<file path="config.mk">
export PLATFORM = sky130hd
export DESIGN_NAME = uart_rx
export DESIGN_NICKNAME = d
export VERILOG_FILES = /design/src/rtl/uart_rx.sv
export SDC_FILE = /design/constraint.sdc
export NUM_CORES = 1
export LEC_CHECK = 0
export CAP_MARGIN = 20
export CORE_AREA = 2 2 48 72
export DETAILED_ROUTE_END_ITERATION = 10
export DIE_AREA = 0 0 50 74
export PLACE_DENSITY_LB_ADDON = 0.15
export SYNTH_ARGS = -nofsm -noshare
export SYNTH_HDL_FRONTEND = slang
export SYNTH_SLANG_ARGS = --single-unit
</file>
<file path="constraint.sdc">
create_clock -name rx_clk -period 2.2 [get_ports rx_clk]
set_clock_uncertainty 0.1 [all_clocks]
set_input_delay 0.33 -clock rx_clk [delete_from_list [all_inputs] [get_ports rx_clk]]
set_output_delay 0.33 -clock rx_clk [all_outputs]
set_load 0.005 [all_outputs]
</file>
<file path="src/rtl/uart_rx.sv">
// uart_rx -- oversampling UART receiver with a one-entry holding register.
//
// Frame: start (0), 8 data bits MSB first, optional even parity bit
// (XOR of the data bits), stop (1). The line idles high.
//
// The serial input is brought into the rx_clk domain with a two-flop
// synchronizer. A 1->0 edge on the synchronized line starts a frame. The
// start bit is re-checked half a bit later; every following bit is sampled
// one full bit period after the previous sample, i.e. at its mid-point.
// Completed frames (including those with parity/framing errors) are
// offered on a valid/ready handshake from a single holding register.
//
// Parameters:
//   OVERSAMPLE  rx_clk cycles per serial bit; must be even and >= 4.
//   PARITY_EN   1: parity bit expected and checked; 0: no parity bit.
//
// Ports:
//   rx_clk           receiver clock
//   rx_rst           asynchronous active-high reset
//   rx_i             serial data in (asynchronous to rx_clk)
//   rx_i_ready       consumer ready to accept the held byte
//   rx_o_data        received byte
//   rx_o_data_valid  rx_o_data and error flags are valid
//   rx_o_parity_err  parity mismatch on the held byte (qualified by valid)
//   rx_o_frame_err   stop bit sampled 0 on the held byte (qualified by valid)
//   rx_o_overrun     one-cycle pulse: completed frame dropped, holder full
//   rx_o_busy        high whenever the receiver FSM is not idle
module uart_rx #(
  parameter int unsigned OVERSAMPLE = 16,
  parameter bit          PARITY_EN  = 1'b1
) (
  input  logic       rx_clk,
  input  logic       rx_rst,
  input  logic       rx_i,
  input  logic       rx_i_ready,
  output logic [7:0] rx_o_data,
  output logic       rx_o_data_valid,
  output logic       rx_o_parity_err,
  output logic       rx_o_frame_err,
  output logic       rx_o_overrun,
  output logic       rx_o_busy
);

  localparam int unsigned CW   = (OVERSAMPLE > 2) ? $clog2(OVERSAMPLE) : 1;
  localparam int unsigned HALF = OVERSAMPLE / 2;

  typedef enum logic [2:0] {
    IDLE   = 3'd0,
    START  = 3'd1,
    DATA   = 3'd2,
    PARITY = 3'd3,
    STOP   = 3'd4
  } state_t;

  // Synchronizer and edge-detect history. All reset to 1 so that reset
  // release on an idle line never looks like a falling edge.
  logic sync1_q;
  logic rx_s_q;
  logic prev_q;

  state_t          state_q, state_d;
  logic [CW-1:0]   cnt_q,   cnt_d;
  logic [2:0]      bit_q,   bit_d;
  logic [7:0]      shift_q, shift_d;
  logic            perr_q,  perr_d;   // parity result of the frame in flight

  // Holding register.
  logic [7:0]      data_q,  data_d;
  logic            valid_q, valid_d;
  logic            hperr_q, hperr_d;
  logic            hferr_q, hferr_d;
  logic            ovr_q,   ovr_d;

  logic            fall;
  logic            half_tick;
  logic            full_tick;
  logic            done;
  logic            load;

  assign fall      = prev_q & ~rx_s_q;
  assign half_tick = (cnt_q == CW'(HALF - 1));
  assign full_tick = (cnt_q == CW'(OVERSAMPLE - 1));

  always_ff @(posedge rx_clk or posedge rx_rst) begin
    if (rx_rst) begin
      sync1_q <= 1'b1;
      rx_s_q  <= 1'b1;
      prev_q  <= 1'b1;
    end else begin
      sync1_q <= rx_i;
      rx_s_q  <= sync1_q;
      prev_q  <= rx_s_q;
    end
  end

  always_ff @(posedge rx_clk or posedge rx_rst) begin
    if (rx_rst) begin
      state_q <= IDLE;
      cnt_q   <= '0;
      bit_q   <= '0;
      shift_q <= '0;
      perr_q  <= 1'b0;
      data_q  <= '0;
      valid_q <= 1'b0;
      hperr_q <= 1'b0;
      hferr_q <= 1'b0;
      ovr_q   <= 1'b0;
    end else begin
      state_q <= state_d;
      cnt_q   <= cnt_d;
      bit_q   <= bit_d;
      shift_q <= shift_d;
      perr_q  <= perr_d;
      data_q  <= data_d;
      valid_q <= valid_d;
      hperr_q <= hperr_d;
      hferr_q <= hferr_d;
      ovr_q   <= ovr_d;
    end
  end

  // Receive FSM: next state and shift/count datapath.
  always_comb begin
    state_d = state_q;
    cnt_d   = cnt_q + CW'(1);
    bit_d   = bit_q;
    shift_d = shift_q;
    perr_d  = perr_q;
    done    = 1'b0;

    unique case (state_q)
      IDLE: begin
        cnt_d  = '0;
        bit_d  = '0;
        perr_d = 1'b0;
        if (fall) begin
          state_d = START;
        end
      end
      START: begin
        if (half_tick) begin
          cnt_d = '0;
          // Line back high at the start mid-point: glitch, drop silently.
          state_d = rx_s_q ? IDLE : DATA;
        end
      end
      DATA: begin
        if (full_tick) begin
          cnt_d   = '0;
          shift_d = {shift_q[6:0], rx_s_q};
          bit_d   = bit_q + 3'd1;
          if (bit_q == 3'd7) begin
            state_d = PARITY_EN ? PARITY : STOP;
          end
        end
      end
      PARITY: begin
        if (full_tick) begin
          cnt_d   = '0;
          perr_d  = rx_s_q ^ (^shift_q);
          state_d = STOP;
        end
      end
      STOP: begin
        if (full_tick) begin
          cnt_d = '0;
          done  = 1'b1;
          // Return to IDLE at the stop mid-point so a following start edge
          // is caught even if the stop bit is short.
          state_d = IDLE;
        end
      end
      default: begin
        state_d = IDLE;
        cnt_d   = '0;
      end
    endcase
  end

  // Holding register: a completed frame loads if the register is empty or
  // is being drained in the same cycle; otherwise it is dropped and the
  // overrun pulse fires.
  always_comb begin
    data_d  = data_q;
    valid_d = valid_q;
    hperr_d = hperr_q;
    hferr_d = hferr_q;
    load    = done & (~valid_q | rx_i_ready);
    ovr_d   = done & ~load;

    if (load) begin
      data_d  = shift_q;
      hperr_d = perr_q;
      hferr_d = ~rx_s_q;
      valid_d = 1'b1;
    end else if (valid_q & rx_i_ready) begin
      valid_d = 1'b0;
    end
  end

  assign rx_o_data       = data_q;
  assign rx_o_data_valid = valid_q;
  assign rx_o_parity_err = hperr_q;
  assign rx_o_frame_err  = hferr_q;
  assign rx_o_overrun    = ovr_q;
  assign rx_o_busy       = (state_q != IDLE);

endmodule

</file>
==> results by group, run 1 <==
Status
  – Outcome: finished clean

Layout
  – Share of layout cells above drive strength 1: 0.254
  – Post-layout nets: 140
  – Leading cell type in the layout, fill and taps excluded: dfrtp_1
  – Fill cells: 263
  – N_diodes: 0
  – Register area: 856 um2
  – Multi-input gate area in the final layout: 576 um2
  – Non-filler cells, final: 174
  – P&R area growth vs syn: 17.9%
  – Commonest non-fill, non-tap cells in the layout: dfrtp_1 (30), clkdlybuf4s50_1 (16), mux2_2 (15), nand3_1 (8)

Placed design
  – Port bufs: 16
  – HPWL after detailed placement: 1.64 mm
  – Final GP Congestion: 0.732
  – Cells after DPL: 166

CTS
  – Num CTS Buffers: 5
  – Clock buffer depth: 2
  – Setup bufs post-CTS: 0
  – Cts repair resizes: 1
  – Cts-stage hold buffer count: 0
  – Clock Latency Late Sink: 290 ps
  – TritonCTS clock tree: done
  – Root buffer cell: clkbuf_8
  – H-tree Lvls: 2
  – Clock-pin slew on the worst setup and hold paths: 60 ps
  – Num Clock Sinks: 34

Drt
  – Wire per inst: 13.6 um
  – Wirelength, routed: 2.36 mm
  – Residual DRC: 0
  – Final ANT Viol Nets: 0
  – DRC marker count from the first detailed-route iteration: 20
  – Routed vias/inst: 5.22
  – Pre-Repair DR Iteration Count: 4
  – Via count: 908

Setup path
  – CP startpoint kind: flop
  – R2R depth: 5
  – Worst path max stage delay: 490 ps
  – CP Class: reg -> out
  – Crit-path cells: or3_4, clkdlybuf4s50_1
  – Critical path endpoint category: primary output
  – Slowest cell on crit path: dfrtp_1
  – R2R Setup Slk: 210 ps
  – CP arrival: 1690 ps
  – RR Endpoint: state_q[0]$_DFFE_PP0P_
  – Critical-path maximum fanout: 10
  – Worst path required time: 1770 ps
  – Reg-to-reg startpoint: cnt_q[0]$_DFF_PP0_

Worst hold path
  – Hold_sp: sync1_q$_DFF_PP1_
  – Worst Hold Path EP: rx_s_q$_DFF_PP1_
  – Hold WC Path Type: reg -> reg
  – Hold Path Cell Cnt: 0

Floorplan
  – Die area: 0.00370 mm2
  – Starting Density: 0.483
  – Die boundary width: 50 um
  – IO Count: 17
  – Core area: 0.00310 mm2
  – Die Span Y: 74 um
  – # rows: 25

Global route
  – Largest net degree at the start of global routing: 35
  – Vias in the first global route: 931
  – Initial antenna violation count: 0
  – GRT overflow: 0
  – Global-route wire length before repair: 4.17 mm
  – Global-route usage over all layers: 0.158

Yosys
  – Sequential element share of the synthesized area: 0.572
  – Post-Synth XOR/XNOR Area: 0.0619
  – Avg Cell Area, Syn: 13.0 um2
  – Main combinational cell family by area after synthesis: multiplexers
  – Synth unique cells: 33
  – Multiplexer share of the synthesized area: 0.133
  – Flops & latches, synth: 34
  – Syn Nets: 122
  – Post-synthesis adder-cell area fraction: 0.0251
  – Post-Syn Area: 0.00150 mm2
  – Mapped Cells: 115
  – Synth Area in Simple Gates: 0.109
  – Synth Area in Compound Gates: 0.0527
  – YS warnings: 0

STA
  – Slew @ Worst Pin: 566 ps
  – Final Hold Fails: 0
  – RSZ-0062 raised after global routing: no
  – Post-layout min period: 2120 ps
  – Setup_tns: 0 ps
  – Relative slew slack: 0.623
  – Fin. max-slew vios: 0
  – Final setup viols: 0
  – Final Cycle Share: 0.964
  – F_max: 471 MHz

Pwr
  – Pleak: 0.866 nW
  – PwrDens: 658 mW/mm2
  – Max VDD drop: 0.467 mV
  – Total power: 1.16 mW

Job
  – Max Cap Viol: 0
==> per-layer routing <==
metal  vias up  GRT usage  wire length [um]
li1        437          -                 -
met1       451      0.173               947
met2        14      0.253              1250
met3         6     0.0602                92
met4         0      0.108                70
met5         -          0                 0
==> critical path: cells and delay by family (launching register included) <==
kind / cells / cell delay, ps
simple gates: 1 / 460
flops: 1 / 490
buf+inv: 1 / 460
==> flip-flops by register name (all words and copies together), names as in the netlist <==
| name | flops |
|---|---|
| rx_o_data | 8 |
| rx_o_overrun | 1 |
| bit_q | 3 |
| cnt_q | 4 |
| rx_o_data_valid | 1 |
| rx_o_frame_err | 1 |
| rx_s_q | 1 |
| perr_q | 1 |
| shift_q | 8 |
| sync1_q | 1 |
| state_q | 3 |
| prev_q | 1 |
| rx_o_parity_err | 1 |
==> final cells by class <==
cell class,instances,area share
clock buffer,7,0.0490
clock inverter,1,0.00284
inverter,4,0.00852
multi-input combinational,70,0.326
sequential,34,0.485
tap,40,0.0284
timing repair buffer,18,0.0994
==> cell usage after synthesis (all sizes together) <==
cell type	n	area (um2)
a211oi	1	7.51
a221oi	1	8.76
a22oi	1	7.51
a41oi	1	8.76
and2b	1	7.51
and3	4	27.5
buf	5	46.3
clkbuf	2	8.75
dfrtp	31	776
dfstp	3	78.8
ha	3	37.5
inv	4	15.0
mux2	17	199
nand2	3	11.3
nand2b	3	18.8
nand3	8	40.0
nand3b	1	7.51
nand4	1	6.26
nor2	5	18.8
nor3	1	5.00
nor3b	1	7.51
o21ai	6	30.0
o41ai	1	16.3
or3	2	12.5
xnor2	4	35.0
xnor3	1	22.5
xor2	4	35.0
==> cells by family (layout without fill, tap and decap cells) <==
kind of cell,Yosys count,in the layout
and+or+nand+nor,30,30
buffers and inverters,11,30
muxes,17,17
DFF,34,34
adders and majority gates,3,3
xor gates and xnor gates,9,9
AOI/OAI and AO/OA,11,11
==> per-stage QoR <==
step	cell area, um2	setup WS (ps)	util	hold slack (ps)
2_1_floorplan	1500	394	-	234
3_3_place_gp	1670	249	0.538	246
3_5_place_dp	1670	217	0.538	248
4_1_cts	1760	26.0	0.569	258
5_1_grt	1760	32.4	0.569	261
6_report	1760	78.9	0.569	257
==> how the worst max path moves through the flow <==
stage                      startpoint                endpoint  slack [ps]  cells past startpoint
3_5_place_dp       cnt_q[0]$_DFF_PP0_  state_q[0]$_DFFE_PP0P_         220                      5
4_1_cts        state_q[0]$_DFFE_PP0P_               rx_o_busy          30                      2
6_report       state_q[2]$_DFFE_PP0P_               rx_o_busy          80                      2
3_3_place_gp   state_q[0]$_DFFE_PP0P_               rx_o_busy         250                      2
5_1_grt        state_q[2]$_DFFE_PP0P_               rx_o_busy          30                      2
2_1_floorplan      cnt_q[0]$_DFF_PP0_  shift_q[1]$_DFFE_PP0P_         390                      6
==> power by group <==
part	switching [mW]	internal (mW)	leakage (nW)
combinational	0.0257	0.0232	0.356
sequential	0.0107	0.636	0.462
clock	0.213	0.252	0.0482
(Power assumes the default switching activity.)
==> inputs of run 2 (changes only) <==
Settings changed: CTS_BUF_LIST set to sky130_fd_sc_hd__clkbuf_4 sky130_fd_sc_hd__clkbuf_8.
==> run 2 against run 1 <==
  * Non-clock buffer count stayed put
  * Sequential share of layout area decreased by 0.10 points
  * First-iteration DRC count decreased by 5.0%
  * Count of clock-buffer cells in the layout unchanged
  * Maximum frequency rose by 0.17%
  * Setup slack better by 3.5 ps
  * Critical path type unchanged
  * Highest routed layer unchanged
==> results by group, run 2 (same netlist as run 1, synthesis figures left out) <==
Pwr
  – Max VDD drop: 0.467 mV
  – PwrDens: 663 mW/mm2
  – Pleak: 0.869 nW

Drt
  – Via count: 912
  – Wirelength, routed: 2.34 mm
  – Pre-Repair DR Iteration Count: 4
  – Residual DRC: 0
  – DRC marker count from the first detailed-route iteration: 19
  – Routed vias/inst: 5.24
  – Final ANT Viol Nets: 0
  – Wire per inst: 13.4 um

CTS
  – H-tree Lvls: 2
  – Clock buffer depth: 2
  – TritonCTS clock tree: done
  – Clock-pin slew on the worst setup and hold paths: 60 ps
  – Num CTS Buffers: 5
  – Root buffer cell: clkbuf_8
  – Cts repair resizes: 1
  – Clock Latency Late Sink: 290 ps
  – Setup bufs post-CTS: 0
  – Num Clock Sinks: 34
  – Cts-stage hold buffer count: 0

Setup path
  – Worst setup path end: rx_o_busy
  – Worst setup path startpoint: state_q[2]$_DFFE_PP0P_
  – Worst path required time: 1770 ps
  – RR Endpoint: state_q[0]$_DFFE_PP0P_
  – CP arrival: 1690 ps
  – Critical path endpoint category: primary output
  – CP Class: reg -> out
  – Critical-path maximum fanout: 10
  – CP startpoint kind: flop
  – R2R Setup Slk: 210 ps
  – Reg-to-reg startpoint: cnt_q[0]$_DFF_PP0_
  – R2R depth: 5

Placed design
  – HPWL after detailed placement: 1.64 mm
  – Port bufs: 16
  – Cells after DPL: 166
  – Final GP Congestion: 0.732

STA
  – Relative slew slack: 0.626
  – Slew @ Worst Pin: 562 ps
  – Setup_tns: 0 ps
  – Final Cycle Share: 0.963
  – Final Hold Fails: 0
  – F_max: 472 MHz
  – Final setup viols: 0
  – RSZ-0062 raised after global routing: no
  – Post-layout min period: 2120 ps
  – Fin. max-slew vios: 0

Floorplan
  – Die Span Y: 74 um
  – Die boundary width: 50 um
  – Core area: 0.00310 mm2
  – Starting Density: 0.483
  – # rows: 25
  – IO Count: 17
  – Die area: 0.00370 mm2

Global route
  – Vias in the first global route: 934
  – Largest net degree at the start of global routing: 35
  – Global-route usage over all layers: 0.158
  – Global-route wire length before repair: 4.15 mm
  – Initial antenna violation count: 0
  – GRT overflow: 0

Layout
  – Commonest non-fill, non-tap cells in the layout: dfrtp_1 (30), clkdlybuf4s50_1 (16), mux2_2 (15), nand3_1 (8)
  – Fill cells: 265
  – P&R area growth vs syn: 18.2%
  – Non-filler cells, final: 174
  – Final Core Density: 0.571
  – N_diodes: 0
  – Leading cell type in the layout, fill and taps excluded: dfrtp_1
  – Share of layout cells above drive strength 1: 0.261
  – Post-layout nets: 140

Job
  – Max Cap Viol: 0

Worst hold path
  – Hold WC Path Type: reg -> reg

Status
  – Outcome: finished clean
## run 2: cell counts in the layout (fill, tap and decap cells not counted)
No cell type changed its count.
## run 2: worst min path at each step
stage,start,to,slack (ps),cells past startpoint
after global routing,sync1_q$_DFF_PP1_,rx_s_q$_DFF_PP1_,260,0
after CTS,sync1_q$_DFF_PP1_,rx_s_q$_DFF_PP1_,260,0
final,sync1_q$_DFF_PP1_,rx_s_q$_DFF_PP1_,260,0
after global placement,sync1_q$_DFF_PP1_,rx_s_q$_DFF_PP1_,250,0
after detailed placement,sync1_q$_DFF_PP1_,rx_s_q$_DFF_PP1_,250,0
after floorplan,rx_i,sync1_q$_DFF_PP1_,230,0
## run 2: through the flow
step                      total power, mW  hold WS [ps]  worst slack [ps]  cell area, um2
after CTS                            1.19           258              26.0            1770
after global routing                 1.23           261              32.4            1770
final                                1.17           257              82.4            1770
after floorplan                     0.688           234               394            1500
after global placement              0.706           246               249            1670
after detailed placement            0.706           248               217            1670
## run 2: layout make-up
class	instances	area [um2]	share of cell area
Tap cell	40	50.0	0.0283
Clock inverter	1	5.00	0.00283
Timing Repair Buffer	18	175	0.0992
Sequential cell	34	856	0.484
Clock buffer	7	90.1	0.0510
Multi-Input combinational cell	70	576	0.326
Inverter	4	15.0	0.00850
## run 2: metal layers
metal,track usage,share of wire,vias up
met1,0.169,0.39,452
met3,0.0602,0.048,6
met5,0,0,-
li1,-,-,436
met4,0.108,0.030,0
met2,0.256,0.54,18
## run 2: power breakdown
group          switching (mW)  internal [mW]
Clock                   0.212          0.264
Sequential             0.0106          0.636
Combinational          0.0258         0.0232
## run 2: worst max-delay path: stages (launching register included)
cell and delay (ps):
dfrtp_1 480, or3_4 450, clkdlybuf4s50_1 460
==> inputs of run 3 (changes only) <==
Clock period 2.2 ns to 2.4 ns, I/O delays scaled along.
==> run 3 against run 2 <==
  * Non-clock buffer count stayed put
  * Via count is 0.33% higher
  * Combinational power is 11% lower
  * Clock power is 7.5% lower
  * Register-to-register slack better by 180 ps
==> results by group, run 3 (same netlist as run 1, synthesis figures left out) <==
Status
  – Outcome: finished clean

Placed design
  – Dpl ws: 405 ps
  – Final GP Congestion: 0.754
  – Cells after DPL: 166
  – HPWL after detailed placement: 1.69 mm
  – Placed Area: 0.00167 mm2
  – Port bufs: 16

STA
  – Relative slew slack: 0.629
  – Fin. max-slew vios: 0
  – Final Hold Fails: 0
  – Final worst setup slack: 123 ps
  – Post-layout min period: 2280 ps
  – Slew @ Worst Pin: 556 ps
  – WHS: 262 ps
  – RSZ-0062 raised after global routing: no
  – Setup_tns: 0 ps
  – F_max: 439 MHz
  – Final setup viols: 0
  – Final Cycle Share: 0.949

Floorplan
  – Die boundary width: 50 um
  – IO Count: 17
  – Core area: 0.00310 mm2
  – Die Span Y: 74 um
  – # rows: 25
  – Die area: 0.00370 mm2
  – Starting Density: 0.483

Setup path
  – CP Buf/Inv Count: 1
  – Slowest cell on crit path: or3_1
  – Crit-path cells: or3_1, clkdlybuf4s50_1
  – CP arrival: 1820 ps
  – Critical path endpoint category: primary output
  – Critical-path maximum fanout: 11
  – CP startpoint kind: flop
  – Critical path's top delay family: simple AND/OR/NAND/NOR gates
  – CP Class: reg -> out
  – Worst path max stage delay: 540 ps
  – Worst path required time: 1940 ps

Layout
  – Commonest non-fill, non-tap cells in the layout: dfrtp_1 (31), clkdlybuf4s50_1 (16), mux2_2 (15), nand3_1 (8)
  – Final Instance Area: 0.00176 mm2
  – Leading cell type in the layout, fill and taps excluded: dfrtp_1
  – Register area: 855 um2
  – Multi-input gate area in the final layout: 571 um2
  – Non-filler cells, final: 174
  – Share of layout cells above drive strength 1: 0.246
  – Final Core Density: 0.568
  – P&R area growth vs syn: 17.7%
  – Fill cells: 260
  – Post-layout nets: 140
  – N_diodes: 0

Job
  – Max Cap Viol: 0

Global route
  – Initial antenna violation count: 0
  – Global-route wire length before repair: 4.19 mm
  – Vias in the first global route: 934
  – GRT overflow: 0
  – Global-route usage over all layers: 0.160
  – Largest net degree at the start of global routing: 35

CTS
  – TritonCTS clock tree: done
  – Cts-stage hold buffer count: 0
  – Num Clock Sinks: 34
  – Clock Latency Late Sink: 290 ps
  – H-tree Lvls: 2
  – Clock buffer depth: 2
  – Cts repair resizes: 0
  – Setup bufs post-CTS: 0
  – Root buffer cell: clkbuf_8
  – Clock-pin slew on the worst setup and hold paths: 70 ps
  – Num CTS Buffers: 5

Drt
  – Pre-Repair DR Iteration Count: 4
  – Residual DRC: 0
  – Via count: 915
  – Wirelength, routed: 2.48 mm
  – Final ANT Viol Nets: 0
  – DRC marker count from the first detailed-route iteration: 40
  – Wire per inst: 14.3 um
  – Routed vias/inst: 5.26

Pwr
  – Total power: 1.08 mW
  – Max VDD drop: 0.511 mV
  – PwrDens: 612 mW/mm2
  – Pleak: 0.872 nW

Worst hold path
  – Hold WC Path Type: reg -> reg
run 3: cell count changes in the layout (fill, tap and decap cells not counted):
cell	change
dfrtp_1	+1
dfrtp_2	-1
or3_1	+1
or3_4	-1
run 3: final timing paths:
check | start | end | slack (ps) | cells after the start
max in group asynchronous | rx_rst | prev_q$_DFF_PP1_ | 1510 | 3
max reg2reg | cnt_q[0]$_DFF_PP0_ | state_q[0]$_DFFE_PP0P_ | 390 | 5
min | sync1_q$_DFF_PP1_ | rx_s_q$_DFF_PP1_ | 260 | 0
min reg2reg | sync1_q$_DFF_PP1_ | rx_s_q$_DFF_PP1_ | 260 | 0
max | state_q[0]$_DFFE_PP0P_ | rx_o_busy | 120 | 2
min in group asynchronous | rx_rst | rx_o_frame_err$_DFFE_PP0P_ | 370 | 3
run 3: area by class of cell:
type                    count  area share
clock inverters             1     0.00284
inverters                   4     0.00853
repair buffers             18      0.0995
well taps                  40      0.0284
multi-input cells          70       0.324
flip-flops and latches     34       0.485
clock buffers               7      0.0512
run 3: power breakdown:
group	internal, mW	switching [mW]
combinational	0.0195	0.0237
clock	0.242	0.199
sequential	0.583	0.00976
total	0.844	0.232
run 3: routing by layer:
metal	wire length, um	global-route usage	up-vias
met4	72	0.105	0
met5	0	0	-
met1	1030	0.165	451
met3	96	0.0602	6
li1	-	-	437
met2	1290	0.269	21
run 3: worst register-to-register path, cell delays in order (launching register included):
cell and delay [ps]:
dfrtp_1 370, ha_1 250, nand3_1 140, and3_2 230
a221oi_1 430, mux2_2 390
